$ cat src/rtl/coef_stream_loader_if.sv
// Input beat stream from the DMA read FIFO into the coefficient loader.
// The master drives valid/data and the slave returns ready.
interface coef_stream_loader_if #(
    parameter int LANES = 2
);
    logic                Rm_tvalid;
    logic [32*LANES-1:0] Rm_tdata;
    logic                Rm_tready;

    modport master (
        output Rm_tvalid,
        output Rm_tdata,
        input  Rm_tready
    );

    modport slave (
        input  Rm_tvalid,
        input  Rm_tdata,
        output Rm_tready
    );
endinterface

$ cat src/rtl/coef_stream_loader.sv
// Stream-to-coefficient-RAM loader: reduces LANES words per beat into [0,Q) and writes them.
// Optional sticky range checking is built when COEF_RANGE_CHECK_EN is defined.
module coef_stream_loader #(
    parameter int LANES  = 2,
    parameter int DEPTH  = 256,
    parameter int COEF_W = 23,
    parameter int Q      = 8380417,
    parameter int ADDR_W = $clog2(DEPTH)
) (
    input  logic                     clk,
    input  logic                     rst_n,
    input  logic                     i_module_start,
    input  logic                     i_read_working,
    input  logic [1:0]               i_mode,
    coef_stream_loader_if.slave      s_rm,
    output logic [LANES-1:0]         o_coef_we,
    output logic [ADDR_W*LANES-1:0]  o_coef_addr,
    output logic [COEF_W*LANES-1:0]  o_coef_din,
    output logic                     o_busy,
    output logic                     o_module_done,
    output logic                     o_range_err
);

    typedef enum logic [1:0] {
        S_IDLE,
        S_LOAD,
        S_DRAIN,
        S_DONE
    } state_t;

    localparam logic [ADDR_W-1:0] LAST_BASE = ADDR_W'(DEPTH - LANES);
    localparam logic [ADDR_W-1:0] STEP      = ADDR_W'(LANES);
    localparam logic [32:0]       Q33       = 33'(Q);

    state_t                     r_state;
    logic                       r_drain;
    logic [ADDR_W-1:0]          r_base;
    logic                       r_busy;
    logic                       r_done;

    logic                       r_s1_vld;
    logic [32*LANES-1:0]        r_s1_data;
    logic [1:0]                 r_s1_mode;
    logic [ADDR_W-1:0]          r_s1_base;

    logic                       r_s2_vld;
    logic [ADDR_W*LANES-1:0]    r_s2_addr;
    logic [COEF_W*LANES-1:0]    r_s2_din;

    logic                       w_ready;
    logic                       w_accept;
    logic [ADDR_W*LANES-1:0]    w_addr;
    logic [COEF_W*LANES-1:0]    w_din;

    assign w_ready        = (r_state == S_LOAD) & i_read_working & ~i_module_start;
    assign w_accept       = s_rm.Rm_tvalid & w_ready;
    assign s_rm.Rm_tready = w_ready;

`ifdef COEF_RANGE_CHECK_EN
    logic [LANES-1:0]           w_lane_err;
    logic                       r_rerr;
`endif

    for (genvar g = 0; g < LANES; g++) begin : g_lane
        logic [31:0] w_x;
        logic [32:0] w_sum;

        assign w_x = r_s1_data[32*g +: 32];

        always_comb begin
            if (r_s1_mode[1]) begin
                w_sum = {1'b0, w_x};
            end else if (!r_s1_mode[0]) begin
                w_sum = w_x[31] ? ({w_x[31], w_x} + Q33) : {1'b0, w_x};
            end else begin
                w_sum = ({1'b0, w_x} >= Q33) ? ({1'b0, w_x} - Q33) : {1'b0, w_x};
            end
        end

        assign w_din[COEF_W*g +: COEF_W]  = w_sum[COEF_W-1:0];
        assign w_addr[ADDR_W*g +: ADDR_W] = r_s1_base + ADDR_W'(g);

`ifdef COEF_RANGE_CHECK_EN
        // x < -Q leaves a negative 33-bit sum and x >= 2Q leaves x-Q >= Q,
        // so one unsigned compare of the corrected value covers every case.
        assign w_lane_err[g] = (w_sum >= Q33);
`else
        logic w_unused;
        assign w_unused = ^w_sum[32:COEF_W];
`endif
    end

    always_ff @(posedge clk or negedge rst_n) begin
        if (!rst_n) begin
            r_state <= S_IDLE;
            r_drain <= 1'b0;
            r_base  <= '0;
            r_busy  <= 1'b0;
            r_done  <= 1'b0;
        end else if (i_module_start) begin
            r_state <= S_LOAD;
            r_drain <= 1'b0;
            r_base  <= '0;
            r_busy  <= 1'b1;
            r_done  <= 1'b0;
        end else begin
            r_done <= 1'b0;
            unique case (r_state)
                S_LOAD: begin
                    if (w_accept) begin
                        r_base <= r_base + STEP;
                        if (r_base == LAST_BASE) begin
                            r_state <= S_DRAIN;
                            r_drain <= 1'b0;
                        end
                    end
                end
                S_DRAIN: begin
                    r_drain <= 1'b1;
                    if (r_drain) begin
                        r_state <= S_DONE;
                        r_done  <= 1'b1;
                        r_busy  <= 1'b0;
                    end
                end
                S_IDLE, S_DONE: r_state <= S_IDLE;
                default:        r_state <= S_IDLE;
            endcase
        end
    end

    // Start flushes both stages so no stale beat reaches the RAM.
    always_ff @(posedge clk or negedge rst_n) begin
        if (!rst_n) begin
            r_s1_vld  <= 1'b0;
            r_s1_data <= '0;
            r_s1_mode <= '0;
            r_s1_base <= '0;
            r_s2_vld  <= 1'b0;
            r_s2_addr <= '0;
            r_s2_din  <= '0;
        end else begin
            r_s1_vld <= w_accept;
            r_s2_vld <= r_s1_vld & ~i_module_start;
            if (w_accept) begin
                r_s1_data <= s_rm.Rm_tdata;
                r_s1_mode <= i_mode;
                r_s1_base <= r_base;
            end
            if (r_s1_vld) begin
                r_s2_addr <= w_addr;
                r_s2_din  <= w_din;
            end
        end
    end

`ifdef COEF_RANGE_CHECK_EN
    always_ff @(posedge clk or negedge rst_n) begin
        if (!rst_n) begin
            r_rerr <= 1'b0;
        end else if (i_module_start) begin
            r_rerr <= 1'b0;
        end else if (r_s1_vld && (|w_lane_err)) begin
            r_rerr <= 1'b1;
        end
    end

    assign o_range_err = r_rerr;
`else
    assign o_range_err = 1'b0;
`endif

    assign o_coef_we     = {LANES{r_s2_vld}};
    assign o_coef_addr   = r_s2_addr;
    assign o_coef_din    = r_s2_din;
    assign o_busy        = r_busy;
    assign o_module_done = r_done;

endmodule

$ cat src/flat_wrapper.sv
// flat-port wrapper written by rule: the top's interface ports become plain ports
module coef_stream_loader_flat 
#(
    parameter int LANES  = 2,
    parameter int DEPTH  = 256,
    parameter int COEF_W = 23,
    parameter int Q      = 8380417,
    parameter int ADDR_W = $clog2(DEPTH)
)
  (clk, rst_n, i_module_start, i_read_working, i_mode, o_coef_we, o_coef_addr, o_coef_din, o_busy, o_module_done, o_range_err, s_rm_Rm_tvalid, s_rm_Rm_tdata, s_rm_Rm_tready);
  coef_stream_loader_if #(.LANES(LANES)) s_rm_i ();
  input  logic clk;
  input  logic rst_n;
  input  logic i_module_start;
  input  logic i_read_working;
  input  logic [1:0] i_mode;
  output logic [LANES-1:0] o_coef_we;
  output logic [ADDR_W*LANES-1:0] o_coef_addr;
  output logic [COEF_W*LANES-1:0] o_coef_din;
  output logic o_busy;
  output logic o_module_done;
  output logic o_range_err;
  input wire logic [$bits(s_rm_i.Rm_tvalid)-1:0] s_rm_Rm_tvalid;
  input wire logic [$bits(s_rm_i.Rm_tdata)-1:0] s_rm_Rm_tdata;
  output wire logic [$bits(s_rm_i.Rm_tready)-1:0] s_rm_Rm_tready;
  assign s_rm_i.Rm_tvalid = s_rm_Rm_tvalid;
  assign s_rm_i.Rm_tdata = s_rm_Rm_tdata;
  assign s_rm_Rm_tready = s_rm_i.Rm_tready;
  coef_stream_loader #(.LANES(LANES), .DEPTH(DEPTH), .COEF_W(COEF_W), .Q(Q), .ADDR_W(ADDR_W)) u_core (.clk(clk), .rst_n(rst_n), .i_module_start(i_module_start), .i_read_working(i_read_working), .i_mode(i_mode), .s_rm(s_rm_i), .o_coef_we(o_coef_we), .o_coef_addr(o_coef_addr), .o_coef_din(o_coef_din), .o_busy(o_busy), .o_module_done(o_module_done), .o_range_err(o_range_err));
endmodule
$ cat config.mk
export PLATFORM = sky130hd
export DESIGN_NAME = coef_stream_loader_flat
export DESIGN_NICKNAME = d
export VERILOG_FILES = /design/src/rtl/coef_stream_loader_if.sv /design/src/rtl/coef_stream_loader.sv /design/src/flat_wrapper.sv
export SDC_FILE = /design/constraint.sdc
export NUM_CORES = 1
export LEC_CHECK = 0
export ABC_CLOCK_PERIOD_IN_PS = 2900
export BUFFER_PORTS_ARGS = -buffer_cell sky130_fd_sc_hd__buf_2
export CAP_MARGIN = 20
export CORE_MARGIN = 1
export CORE_UTILIZATION = 57
export DETAILED_ROUTE_END_ITERATION = 12
export GPL_TIMING_DRIVEN = 1
export HOLD_SLACK_MARGIN = 0.02
export PLACE_DENSITY_LB_ADDON = 0.05
export RECOVER_POWER = 25
export SYNTH_ARGS = -nofsm -noshare
export SYNTH_HDL_FRONTEND = slang
export SYNTH_SLANG_ARGS = --single-unit
$ cat constraint.sdc
create_clock -name clk -period 2.9 [get_ports clk]
set_input_delay 0.145 -clock clk [delete_from_list [all_inputs] [get_ports clk]]
set_output_delay 0.145 -clock clk [all_outputs]
set_load 0.02 [all_outputs]
After elaboration in Yosys (flattened, before gate mapping)
Index checks and enable logic that the tools add are counted.
Widths: inputs -> output; s select.
{ "word_totals": {"out_inout_bits": 68, "in_bits": 71, "elab_cells": 69, "regBits": 151} }
{ "op_classes": {"reduce_logical": 11, "eq_ne": 7, "n_lt_le_gt_ge": 2, "bitwise": 5, "addsub": 6, "muxes": 26} }
{ "op_table": {"columns": ["op", "count"], "rows": [
  ["$mux 23", 8],
  ["$ge 32x23->1 const B", 2],
  ["$add 23x14->23 const B", 2],
  ["$sub 23x23->23 const B", 2],
  ["$mux 8", 3],
  ["$mux 1", 9],
  ["$add 8x1->8 const B", 1],
  ["$add 8x2->8 const B", 1],
  ["$eq 8x8->1 const B", 1],
  ["$mux 2", 4],
  ["$reduce_bool 2->1", 4],
  ["$ne 3x2->1 const B", 2],
  ["$pmux 2 s3", 1],
  ["$reduce_and 3->1", 2],
  ["$and 1x1->1", 4],
  ["$eq 2x2->1 const B", 2],
  ["$reduce_and 2->1", 2],
  ["$ne 3x3->1 const B", 1],
  ["$reduce_bool 3->1", 1],
  ["$eq 2x1->1 const B", 1],
  ["$logic_not 2->1", 1],
  ["$pmux 1 s2", 1],
  ["$reduce_or 2->1", 1],
  ["$not 1->1", 1]
]} }

Longest topological paths before layout
Gate-level depths: netlist of run 1.
{ "depth": {"ltp_word": 7, "depth_mapped": 10, "ltp_nobuf": 10} }

Worst setup path before layout of run 1
OpenSTA, ideal clock, no wires.
{ "synth_timing": {"path_type": "reg2reg", "startpoint": "reg u_core.r_state[1]", "endpoint": "reg u_core.r_state[1]", "arrival_ns": 2.075, "stages_incl_launch_ff": 11, "n_path_buf": 0, "setup_slack_ns": 0.704, "path_cell_list": "dfrtp_1 inv_1 ha_1 and3_1 nand2_1 inv_2 and3_1 nand4_1 o211ai_1 o21ai_0 a32o_1"} }
{ "synth_between": {"elab_chain_len": 6, "word_cells_on_any_way": 14, "cone_classes": "eq/ne: 6; mux: 2; bitwise: 3; reduce/logical: 3"} }
{ "synth_rtl": {"columns": ["item", "line", "text"], "rows": [
  ["start: declaration", "coef_stream_loader.sv:35", "state_t r_state;"],
  ["start signal: assignment", "coef_stream_loader.sv:95", "r_state <= S_IDLE;"],
  ["start signal: assignment", "coef_stream_loader.sv:101", "r_state <= S_LOAD;"],
  ["start signal: assignment", "coef_stream_loader.sv:113", "r_state <= S_DRAIN;"],
  ["$eq 2x1->1", "coef_stream_loader.sv:55", "assign w_ready = (r_state == S_LOAD) & i_read_working & ~i_module_start;"],
  ["$and 1x1->1 (2 in series)", "coef_stream_loader.sv:55", null],
  ["via s_rm_Rm_tready", "flat_wrapper.sv:25", "output wire logic [$bits(s_rm_i.Rm_tready)-1:0] s_rm_Rm_tready;"],
  ["$and 1x1->1", "coef_stream_loader.sv:56", "assign w_accept = s_rm.Rm_tvalid & w_ready;"],
  ["$ne 3x2->1 (no source line)", null, null],
  ["$reduce_and 3->1 (no source line)", null, null]
]} }
The timed path passes the listed nets, and every way through them passes these cells.
A chain may end at the register's enable or synchronous reset.

Final worst setup path of run 1
{ "layout_timing": {"startpoint": "reg u_core.r_s1_data[33]", "endpoint": "reg u_core.r_s2_din[32], in the netlist u_core.o_coef_din[32]"} }
{ "layout_between": {"elab_chain_len": 4, "word_cells_on_any_way": 7, "cone_classes": "add/sub: 2; order compare: 1; mux: 4"} }
{ "layout_rtl": {"columns": ["item", "line", "text"], "rows": [
  ["start: declaration", "coef_stream_loader.sv:42", "logic [32*LANES-1:0] r_s1_data;"],
  ["start signal: assignment", "coef_stream_loader.sv:146", "r_s1_data <= s_rm.Rm_tdata;"],
  ["$ge 32x23->1, or another cell as far along", "coef_stream_loader.sv:76", "w_sum = ({1'b0, w_x} >= Q33) ? ({1'b0, w_x} - Q33) : {1'b0, w_x};"],
  ["$mux 23 (on tied branches)", "coef_stream_loader.sv:76, coef_stream_loader.sv:74", null],
  ["$mux 23 *", "coef_stream_loader.sv:73", "end else if (!r_s1_mode[0]) begin"],
  ["$mux 23 *", "coef_stream_loader.sv:71", "if (r_s1_mode[1]) begin"],
  ["end signal: assignment", "coef_stream_loader.sv:152", "r_s2_din <= w_din;"],
  ["end: declaration", "coef_stream_loader.sv:48", "logic [COEF_W*LANES-1:0] r_s2_din;"]
]} }
Mark *: on every way between the ends. The rest lies on a longest branch, timed or not.

==> results of run 1 <==
[metal layers]
layer / track usage [%] / wire, um
met1: 45.9 / 9880
met2: 48.8 / 9810
met3: 6.42 / 1470
met4: 9.61 / 361
met5: 0 / 0
[worst paths after layout]
kind / from / endpoint / slack (ns) / depth (start not counted)
worst max-delay path: u_core.r_s1_data[33] / u_core.o_coef_din[32] / 0.23 / 8
worst min register to register: u_core.r_s1_data[57] / u_core.r_s1_data[57] / 0.48 / 2
min in group asynchronous: rst_n / u_core.o_coef_din[10] / 0.49 / 2
worst min-delay path: i_module_start / u_core.r_base[5] / 0.07 / 2
max in group asynchronous: rst_n / u_core.r_s1_vld / 0.70 / 3
worst max register to register: u_core.r_s1_data[33] / u_core.o_coef_din[32] / 0.23 / 8
[registers in the layout, indices dropped and copies added, names as in the netlist]
register              count
u_core.r_s1_data         64
u_core.o_coef_addr       12
u_core.o_coef_din        46
u_core.o_busy             1
u_core.r_state            2
u_core.r_base             7
u_core.r_s1_vld           1
u_core.r_s1_base          7
u_core.r_s2_vld           1
u_core.o_module_done      1
u_core.r_drain            1
u_core.r_s1_mode          2
[through the flow]
| step | util, % | power [uW] | worst slack [ns] | hold slack [ns] |
|---|---|---|---|---|
| after floorplan | - | 6230 | 0.704 | -0.151 |
| after global placement | 64.8 | 7390 | 0.343 | 0.107 |
| after detailed placement | 64.8 | 7460 | 0.144 | 0.107 |
| after CTS | 73.9 | 9630 | 0.149 | 0.0549 |
| after global routing | 73.8 | 10300 | 0.134 | 0.0701 |
| final | 73.8 | 9670 | 0.234 | 0.0651 |
[what timing repair did]
| action | in CTS | in global routing |
|---|---|---|
| resized for setup | 0 | 1 |
| hold endpoints to repair | 114 | 0 |
| hold buffers | 67 | 0 |
| endpoints found under the setup margin | 0 | 1 |
[synth_stat cells, drive strengths merged, types with 20 or more instances]
| cell | instances | area (um^2) |
|---|---|---|
| o21ai | 37 | 185 |
| buf | 20 | 115 |
| nand4 | 24 | 156 |
| clkbuf | 51 | 193 |
| nor3 | 21 | 126 |
| a21oi | 41 | 209 |
| dfrtp | 145 | 3630 |
| inv | 24 | 90.1 |
| nand2 | 251 | 942 |
| nor2 | 61 | 229 |
| nand3 | 25 | 125 |
| xnor2 | 22 | 193 |
[cells in the final DEF, fill, tap and decap left out, drive strengths merged, types with 4 or more instances in the layout]
| master | n |
|---|---|
| nand3 | 25 |
| mux2 | 18 |
| and4 | 5 |
| o211ai | 10 |
| nor3 | 21 |
| o31a | 5 |
| nor4 | 10 |
| o21ai | 37 |
| xor2 | 15 |
| or4b | 4 |
| and3 | 15 |
| dfrtp | 145 |
| a21oi | 41 |
| nand4 | 24 |
| buf | 154 |
| o31ai | 4 |
| ha | 9 |
| or3 | 9 |
| or4 | 7 |
| nand2 | 251 |
| dlygate4sd3 | 67 |
| a31oi | 5 |
| and2 | 4 |
| a211oi | 4 |
| o221ai | 4 |
| xnor2 | 22 |
| nor2 | 61 |
| inv | 28 |
| nand2b | 7 |
| or2 | 7 |
| a21o | 4 |
| clkinv | 6 |
| o41ai | 6 |
| nor2b | 6 |
| clkbuf | 23 |
[layout make-up]
cell class	instances	area, um^2	share of cell area, %
clock buffer	20	457	4.62
clock inverter	12	100	1.01
inverter	25	93.8	0.948
multi-input combinational	685	3890	39.3
sequential	145	3630	36.7
tap	176	220	2.23
timing repair buffer	224	1510	15.2
[power breakdown]
part           internal (uW)  switching, uW  total, uW  leakage (uW)
registers               2800           1030       3830       0.00183
clock network           1150            915       2070      0.000266
logic                   1510           2270       3780       0.00258
[logic make-up after synthesis]
group / Yosys count
AND/OR/NAND/NOR: 464
AO/OA/AOI/OAI: 153
flip-flops: 145
adder cells (fa/ha/maj): 9
other: 1
multiplexers: 20
XOR/XNOR: 37
buffers and inverters: 96
[worst max-delay path: stages, from the launching register on]
cell,delay [ns]
dfrtp_1,0.46
inv_1,0.18
ha_1,0.23
nor4b_2,0.41
nand4_1,0.25
a21oi_4,0.43
o21ai_1,0.16
xor2_1,0.16
mux2_2,0.27
==> key figures, run 1 <==
Floorplan
  – Die area: 14,300 um^2
  – Core box area: 13,400 um^2
  – Rows: 42
  – Starting Density: 59.0%
  – # IOs: 139
  – DIE WIDTH: 120 um
  – Die Ht: 120 um

Clocking
  – Worst skew pair latency: 0.43 ns
  – CTS buffer count: 17
  – CTS Buffer Depth: 2
  – Root Buffer: clkbuf_16
  – Worst-path clk slew: 0.06 ns
  – Clock Sinks: 145
  – Setup Fix Bufs, Post-CTS: 0
  – H-tree depth: 4
  – CTS tree: yes

Power
  – Cell area power density: 978 nW/um^2
  – Static leakage: 0.00468 uW
  – Maximum vdd drop: 0.000513 V

Yosys
  – Post-synthesis xor/xnor area fraction: 4.10%
  – Largest family of logic cells by synthesized area: simple AND/OR/NAND/NOR gates
  – Synth Area in Adders: 1.42%
  – Total of warnings raised by yosys: 0
  – Synth cell types: 79
  – EDFF count, synth: 0
  – FFs w/ async S/R, synth: 100%
  – Dominant synthesized flop cell: dfrtp_1
  – Post-synthesis simple-gate area fraction: 27.6%
  – FF+latch count, synth: 145
  – Syn Inst Count: 925
  – Syn avg cell area: 8.55 um^2
  – Multiplexer area fraction after synthesis: 2.82%
  – Synthesized area: 7910 um^2
  – Sequential-to-total area share from yosys stat: 45.9%
  – Synth Area in Compound Gates: 13.0%

Layout
  – Layout cells sized above 1: 20.6%
  – Final Net Count: 1,178
  – Final cell count without fillers: 1,287
  – Fillers: 1,047
  – Area growth from synthesis to layout: 25.2%
  – Antenna cell count: 0
  – Post-route cell area: 9890 um^2

Global route
  – First-pass GRT wire length: 36,000 um
  – Number of global-route vias before repair: 7,135
  – Largest net degree at the start of global routing: 70
  – Total track usage: 31.9%
  – Initial antenna violation count: 0
  – GRT overflow: 0

STA
  – Final Hold Viols: 0
  – Post-layout min period: 2.67 ns
  – Clk_skew: 0.00859 ns
  – Fin. max-slew vios: 0
  – Setup violators final: 0
  – Relative slew slack: 3.73%
  – Setup TNS: 0 ns
  – Tightest Pin Transition: 1.44 ns
  – Fmax: 375 MHz
  – Unrepaired setup endpoints after global routing: no
  – Period utilisation layout: 91.9%

Hold path
  – Hold Path Class: primary input to flop

Place
  – PortBufs: 136
  – RePlAce Congestion: 0.962
  – Post-DP HPWL: 14,200 um
  – Post-DP Area: 8680 um^2
  – Placed cell count: 1,188

Routing
  – Via density: 5.82
  – DRT Pass-1 Iters: 6
  – Final wirelength: 21,500 um
  – 1st-iter DRT viols: 603
  – DRT antenna net count: 0
  – Drt drc: 0
  – Vias: 7,488
  – Post-DR wirelength/cell: 16.7 um

Critical path
  – Worst setup SP type: flop
  – Crit end category: flop
  – CP Max Fanout: 13
  – Crit Path Class: flop to flop
  – WP data arrival: 2.98 ns
  – Worst path required time: 3.21 ns

Flow run
  – Max-cap violations: 0

Outcome
  – Status: finished clean
(Power assumes the default switching activity.)
==> run 2: changes to the inputs <==
Settings changed: ABC_CLOCK_PERIOD_IN_PS 2900 to 2400, CORE_UTILIZATION 57 to 51.
Clock period 2.9 ns to 2.4 ns, I/O delays scaled along.
==> key figures, run 2 (synthesized netlist as in run 1, its figures left out) <==
Floorplan
  – Die area: 16,000 um^2 (+12%)
  – Rows: 45 (+7.1%)
  – Core box area: 15,100 um^2 (+13%)
  – Starting Density: 52.2% (-6.8 points)
  – DIE WIDTH: 127 um (+5.6%)
  – Die Ht: 127 um (+5.6%)
  – # IOs: 139 (unchanged)

Global route
  – Initial antenna violation count: 0 (unchanged)
  – GRT overflow: 0 (unchanged)
  – Largest net degree at the start of global routing: 87 (+24%)
  – First-pass GRT wire length: 37,600 um (+4.5%)
  – Total track usage: 30.4% (-1.6 points)
  – Number of global-route vias before repair: 7,264 (+1.8%)

Clocking
  – CTS Buffer Depth: 2 (unchanged)
  – Worst skew pair latency: 0.43 ns (about the same)
  – CTS tree: yes
  – Worst-path clk slew: 0.06 ns (about the same)
  – Clock Sinks: 145 (unchanged)
  – Root Buffer: clkbuf_16
  – CTS buffer count: 17 (unchanged)
  – H-tree depth: 4 (unchanged)

STA
  – Clk_skew: 0.0112 ns (+0.00265 ns)
  – Period utilisation layout: 95.1% (+3.2 points)
  – Setup TNS: 0 ns (unchanged)
  – Post-layout min period: 2.28 ns (-0.384 ns)
  – Fmax: 438 MHz (+17%)
  – Hold slack final: 0.0532 ns (-0.0119 ns)
  – Tightest Pin Transition: 1.52 ns (+0.0739 ns)
  – Final Hold Viols: 0 (unchanged)
  – Worst Setup Slack, final: 0.118 ns (-0.116 ns)
  – Fin. max-slew vios: 53 (+53)
  – Relative slew slack: -1.20% (-4.9 points)
  – Setup violators final: 0 (unchanged)

Layout
  – Area of the multi-input gates: 3910 um^2 (+0.64%)
  – Sequential cell area: 3630 um^2 (unchanged)
  – Area growth from synthesis to layout: 32.0%
  – Antenna cell count: 0 (unchanged)
  – Commonest non-fill, non-tap cells in the layout: 250 x nand2_1, 144 x dfrtp_1, 135 x buf_2
  – Largest reg by FF count: u_core.r_s1_data
  – Fillers: 1,203 (+15%)
  – Commonest non-fill, non-tap cell in the layout: nand2_1
  – Final Net Count: 1,233 (+4.7%)
  – Layout cells sized above 1: 24.8% (+4.2 points)
  – Max reg flops: 64 (unchanged)

Place
  – Pre-CTS WS: 0.0920 ns (-0.0515 ns)
  – RePlAce Congestion: 0.956 (-0.59%)
  – Post-DP HPWL: 15,800 um (+12%)
  – PortBufs: 136 (unchanged)

Routing
  – Via density: 5.56 (-4.4%)
  – Vias: 7,532 (+0.59%)
  – Post-DR wirelength/cell: 17.2 um (+2.9%)
  – Final wirelength: 23,300 um (+8.3%)
  – 1st-iter DRT viols: 592 (-1.8%)
  – DRT antenna net count: 0 (unchanged)
  – Drt drc: 0 (unchanged)
  – DRT Pass-1 Iters: 5 (-1)

Power
  – Switch share: 41.8% (-1.7 points)
  – Sw power: 5240 uW (+25%)
  – Flop pwr share: 34.2% (-5.4 points)
  – Maximum vdd drop: 0.000736 V (+43%)
  – Clock Power Share: 21.6% (+0.2 points)
  – Cell area power density: 1200 nW/um^2 (+23%)
  – Static leakage: 0.00499 uW (+6.7%)
  – Pint: 7300 uW (+34%)
  – Comb power frac: 44.2% (+5.2 points)

Critical path
  – Crit Path Class: flop to flop
  – Crit end category: flop
  – Crit path buf inv count: 0 (-1)
  – Reg2reg setup slack: 0.12 ns (-0.12 ns)
  – CP Max Fanout: 7 (-6)
  – Top delay family on crit path: simple AND/OR/NAND/NOR gates
  – Worst setup SP type: flop
  – Cell Chain, Critical Path: or3b_4, nor3_2, or3b_1, o32a_1, or3_1, a31oi_1
  – Worst path required time: 2.75 ns (-0.46 ns)
  – Max stage delay on crit path: 0.47 ns (about the same)
  – CP max stage cell: dfrtp_1
  – WP data arrival: 2.63 ns (-0.35 ns)

Outcome
  – Status: complete, but fails checks
  – Failing checks: max-capacitance violations, max-slew violations

Hold path
  – Hold Path Class: primary input to flop

Flow run
  – Max-cap violations: 1 (+1)
-- run 2: power by group through the flow --
stage,Sequential [uW],Clock (uW),Combinational (uW)
6_report,4290,2700,5550
5_1_grt,4400,2850,6090
4_1_cts,4260,2740,5460
3_5_place_dp,4290,0,5340
3_3_place_gp,4290,0,5280
2_1_floorplan,4480,0,3040
-- run 2: what timing repair did --
item                                    CTS  global route
hold buffers                             67             0
setup buffers                             0             2
hold endpoints to repair                114             0
endpoints found under the setup margin    0            18
gates resized for setup                   0             7
-- run 2: per-layer routing --
metal	global-route usage (%)	up-vias	part of all wire, %
met4	9.00	0	1.4
met1	42.2	3600	46
met3	7.34	23	6.5
li1	-	3643	-
met5	0	-	0
met2	47.3	266	46
-- run 2: layout make-up --
class | count | share of cell area, %
clock buffers | 19 | 4.34
clock inverters | 13 | 1.43
inverters | 25 | 0.899
multi-input cells | 685 | 37.5
flip-flops and latches | 145 | 34.8
well taps | 188 | 2.25
repair buffers | 279 | 18.8
-- run 2: worst register-to-register path, cell delays in order, from the launching register on --
cell and delay [ns]:
dfrtp_1 0.47, or3b_4 0.47, nor3_2 0.17, or3b_1 0.43
o32a_1 0.18, or3_1 0.31, a31oi_1 0.18
-- run 2: metrics by stage --
stage | power (uW) | cell area, um^2 | utilization [%] | cells
floorplan | 7520 | 7910 | - | 926
global placement | 9570 | 9120 | 60.2 | 1253
detailed placement | 9630 | 9120 | 60.2 | 1253
CTS | 12500 | 10400 | 68.6 | 1352
global route | 13300 | 10400 | 68.9 | 1354
finish | 12500 | 10400 | 68.9 | 1354
-- run 2: worst paths after layout --
kind / from / endpoint / cells after the start
min in group asynchronous: rst_n / u_core.r_s1_data[11] / 2
max in group asynchronous: rst_n / u_core.r_s1_data[29] / 3
min reg2reg: u_core.o_coef_addr[8] / u_core.o_coef_addr[8] / 1
max reg2reg: u_core.r_s1_data[46] / u_core.o_coef_din[44] / 6
min: i_module_start / u_core.r_base[3] / 2
max: u_core.r_s1_data[46] / u_core.o_coef_din[44] / 6
==> run 3: changes to the inputs <==
Settings changed: CORE_ASPECT_RATIO set to 0.8.
==> key figures, run 3 (synthesized netlist as in run 1, its figures left out) <==
Power
  – Static leakage: 0.00491 uW (-1.6%)
  – Cell area power density: 1200 nW/um^2 (-0.57%)
  – Maximum vdd drop: 0.000685 V (-7.0%)
  – Tot Pwr: 12,300 uW (-1.6%)

Layout
  – Commonest non-fill, non-tap cells in the layout: 250 x nand2_1, 144 x dfrtp_1, 135 x buf_2
  – Antenna cell count: 0 (unchanged)
  – Final Util: 68.5% (-0.34 points)
  – Max reg flops: 64 (unchanged)
  – Sequential cell area: 3630 um^2 (unchanged)
  – Final Net Count: 1,217 (-1.3%)
  – Fillers: 1,245 (+3.5%)
  – Largest reg by FF count: u_core.r_s1_data
  – Area of the multi-input gates: 3890 um^2 (-0.61%)
  – Layout cells sized above 1: 23.5% (-1.3 points)
  – Commonest non-fill, non-tap cell in the layout: nand2_1
  – Final cell count without fillers: 1,360 (+0.44%)
  – Area growth from synthesis to layout: 30.6%

Hold path
  – Hold Path Class: primary input to flop
  – Cells on Worst Hold Path: 2 (unchanged)

Routing
  – Post-Route M1 WL: 10,700 um (-0.66%)
  – DRT antenna net count: 0 (unchanged)
  – DRT Pass-1 Iters: 4 (-1)
  – DR WL met3: 1620 um (+6.8%)
  – DR WL met2: 9800 um (-8.3%)
  – Post-DR wirelength/cell: 16.4 um (-4.4%)
  – Vias: 7,540 (+0.11%)
  – Top sig layer: met4
  – 1st-iter DRT viols: 534 (-9.8%)
  – Via density: 5.54 (-0.34%)
  – Final wirelength: 22,400 um (-4.0%)
  – Drt drc: 0 (unchanged)

Clocking
  – Clock Sinks: 145 (unchanged)
  – CTS buffer count: 17 (unchanged)
  – CTS Buffer Depth: 2 (unchanged)
  – Worst-path clk slew: 0.07 ns (about the same)
  – CTS tree: yes
  – Worst skew pair latency: 0.43 ns (about the same)
  – H-tree depth: 4 (unchanged)
  – Root Buffer: clkbuf_16

STA
  – Final Hold Viols: 0 (unchanged)
  – Unrepaired setup endpoints after global routing: no
  – Worst Setup Slack, final: 0.0405 ns (-0.0775 ns)
  – Relative slew slack: -21.0% (-20 points)
  – Fmax: 424 MHz (-3.3%)
  – Period utilisation layout: 98.3% (+3.2 points)
  – Setup violators final: 0 (unchanged)
  – Tightest Pin Transition: 1.82 ns (+0.297 ns)
  – Setup TNS: 0 ns (unchanged)
  – Fin. max-slew vios: 69 (+30%)
  – Clk_skew: 0.00799 ns (-0.00325 ns)
  – Post-layout min period: 2.36 ns (+0.0775 ns)

Critical path
  – Crit Path Class: flop to flop
  – Crit end category: flop
  – Worst setup SP type: flop
  – Worst path required time: 2.69 ns (-0.06 ns)
  – WP data arrival: 2.65 ns (+0.02 ns)
  – Worst reg2reg path depth: 6 (unchanged)
  – CP Max Fanout: 8 (+1)

Global route
  – Initial antenna violation count: 0 (unchanged)
  – Largest net degree at the start of global routing: 87 (unchanged)
  – GRT overflow: 0 (unchanged)
  – First-pass GRT wire length: 36,300 um (-3.5%)
  – Total track usage: 29.4% (-0.94 points)
  – Number of global-route vias before repair: 7,049 (-3.0%)

Place
  – PortBufs: 136 (unchanged)
  – Placed cell count: 1,260 (+0.56%)
  – RePlAce Congestion: 0.925 (-3.2%)
  – Post-DP HPWL: 14,900 um (-5.8%)
  – Pre-CTS WS: 0.134 ns (+0.0421 ns)

Outcome
  – Failing checks: max-capacitance violations, max-slew violations
  – Status: complete, but fails checks

Floorplan
  – Die area: 16,000 um^2 (about the same)
  – Starting Density: 52.5% (+0.28 points)
  – Die Ht: 113 um (-10%)
  – Core box area: 15,100 um^2 (-0.54%)
  – DIE WIDTH: 141 um (+12%)
  – Rows: 40 (-11%)
  – # IOs: 139 (unchanged)

Flow run
  – Max-cap violations: 1 (unchanged)
run 3: repair_timing:
action / CTS / global route
setup endpoints to repair: 0 / 6
resized for setup: 0 / 2
hold endpoints to repair: 133 / 0
hold buffers: 67 / 0
buffers inserted: 0 / 1
run 3: cell type report:
class | instances | share of cell area [%]
multi-input combinational | 685 | 37.7
sequential | 145 | 35.2
tap | 210 | 2.54
clock inverter | 14 | 1.38
inverter | 25 | 0.909
timing repair buffer | 263 | 18.1
clock buffer | 18 | 4.25
run 3: per-layer routing:
layer | vias to the layer above | GRT usage (%)
li1 | 3620 | -
met1 | 3612 | 42.9
met2 | 289 | 43.5
met3 | 19 | 7.15
met4 | 0 | 8.41
met5 | - | 0
run 3: where the power goes:
part           leakage (uW)  switching (uW)  internal [uW]  total, uW
clock              0.000283            1130           1490       2620
sequential          0.00183             960           3390       4350
combinational       0.00280            3170           2200       5370
run 3: worst paths after layout:
kind	startpoint	to	slack, ns
setup / recovery	u_core.r_s1_mode[0]	u_core.o_coef_din[20]	0.04
setup reg to reg	u_core.r_s1_mode[0]	u_core.o_coef_din[20]	0.04
max in group asynchronous	rst_n	u_core.r_s1_vld	0.47
hold reg to reg	u_core.o_coef_addr[8]	u_core.o_coef_addr[8]	0.46
min in group asynchronous	rst_n	u_core.o_coef_din[10]	0.72
hold / removal	i_module_start	u_core.r_base[4]	0.04
run 3: worst max-delay path, cell delays in order, from the launching register on:
cell	delay [ns]
dfrtp_1	0.52
nor2b_1	0.73
o2111ai_1	0.29
o2bb2a_1	0.33
xnor2_1	0.14
buf_4	0.15
a21oi_1	0.06
run 3: per-stage QoR:
step / instance area, um^2 / hold WS (ns)
floorplan: 7910 / -0.176
global placement: 9060 / 0.189
detailed placement: 9060 / 0.188
CTS: 10300 / 0.0329
global route: 10300 / 0.0435
finish: 10300 / 0.0373
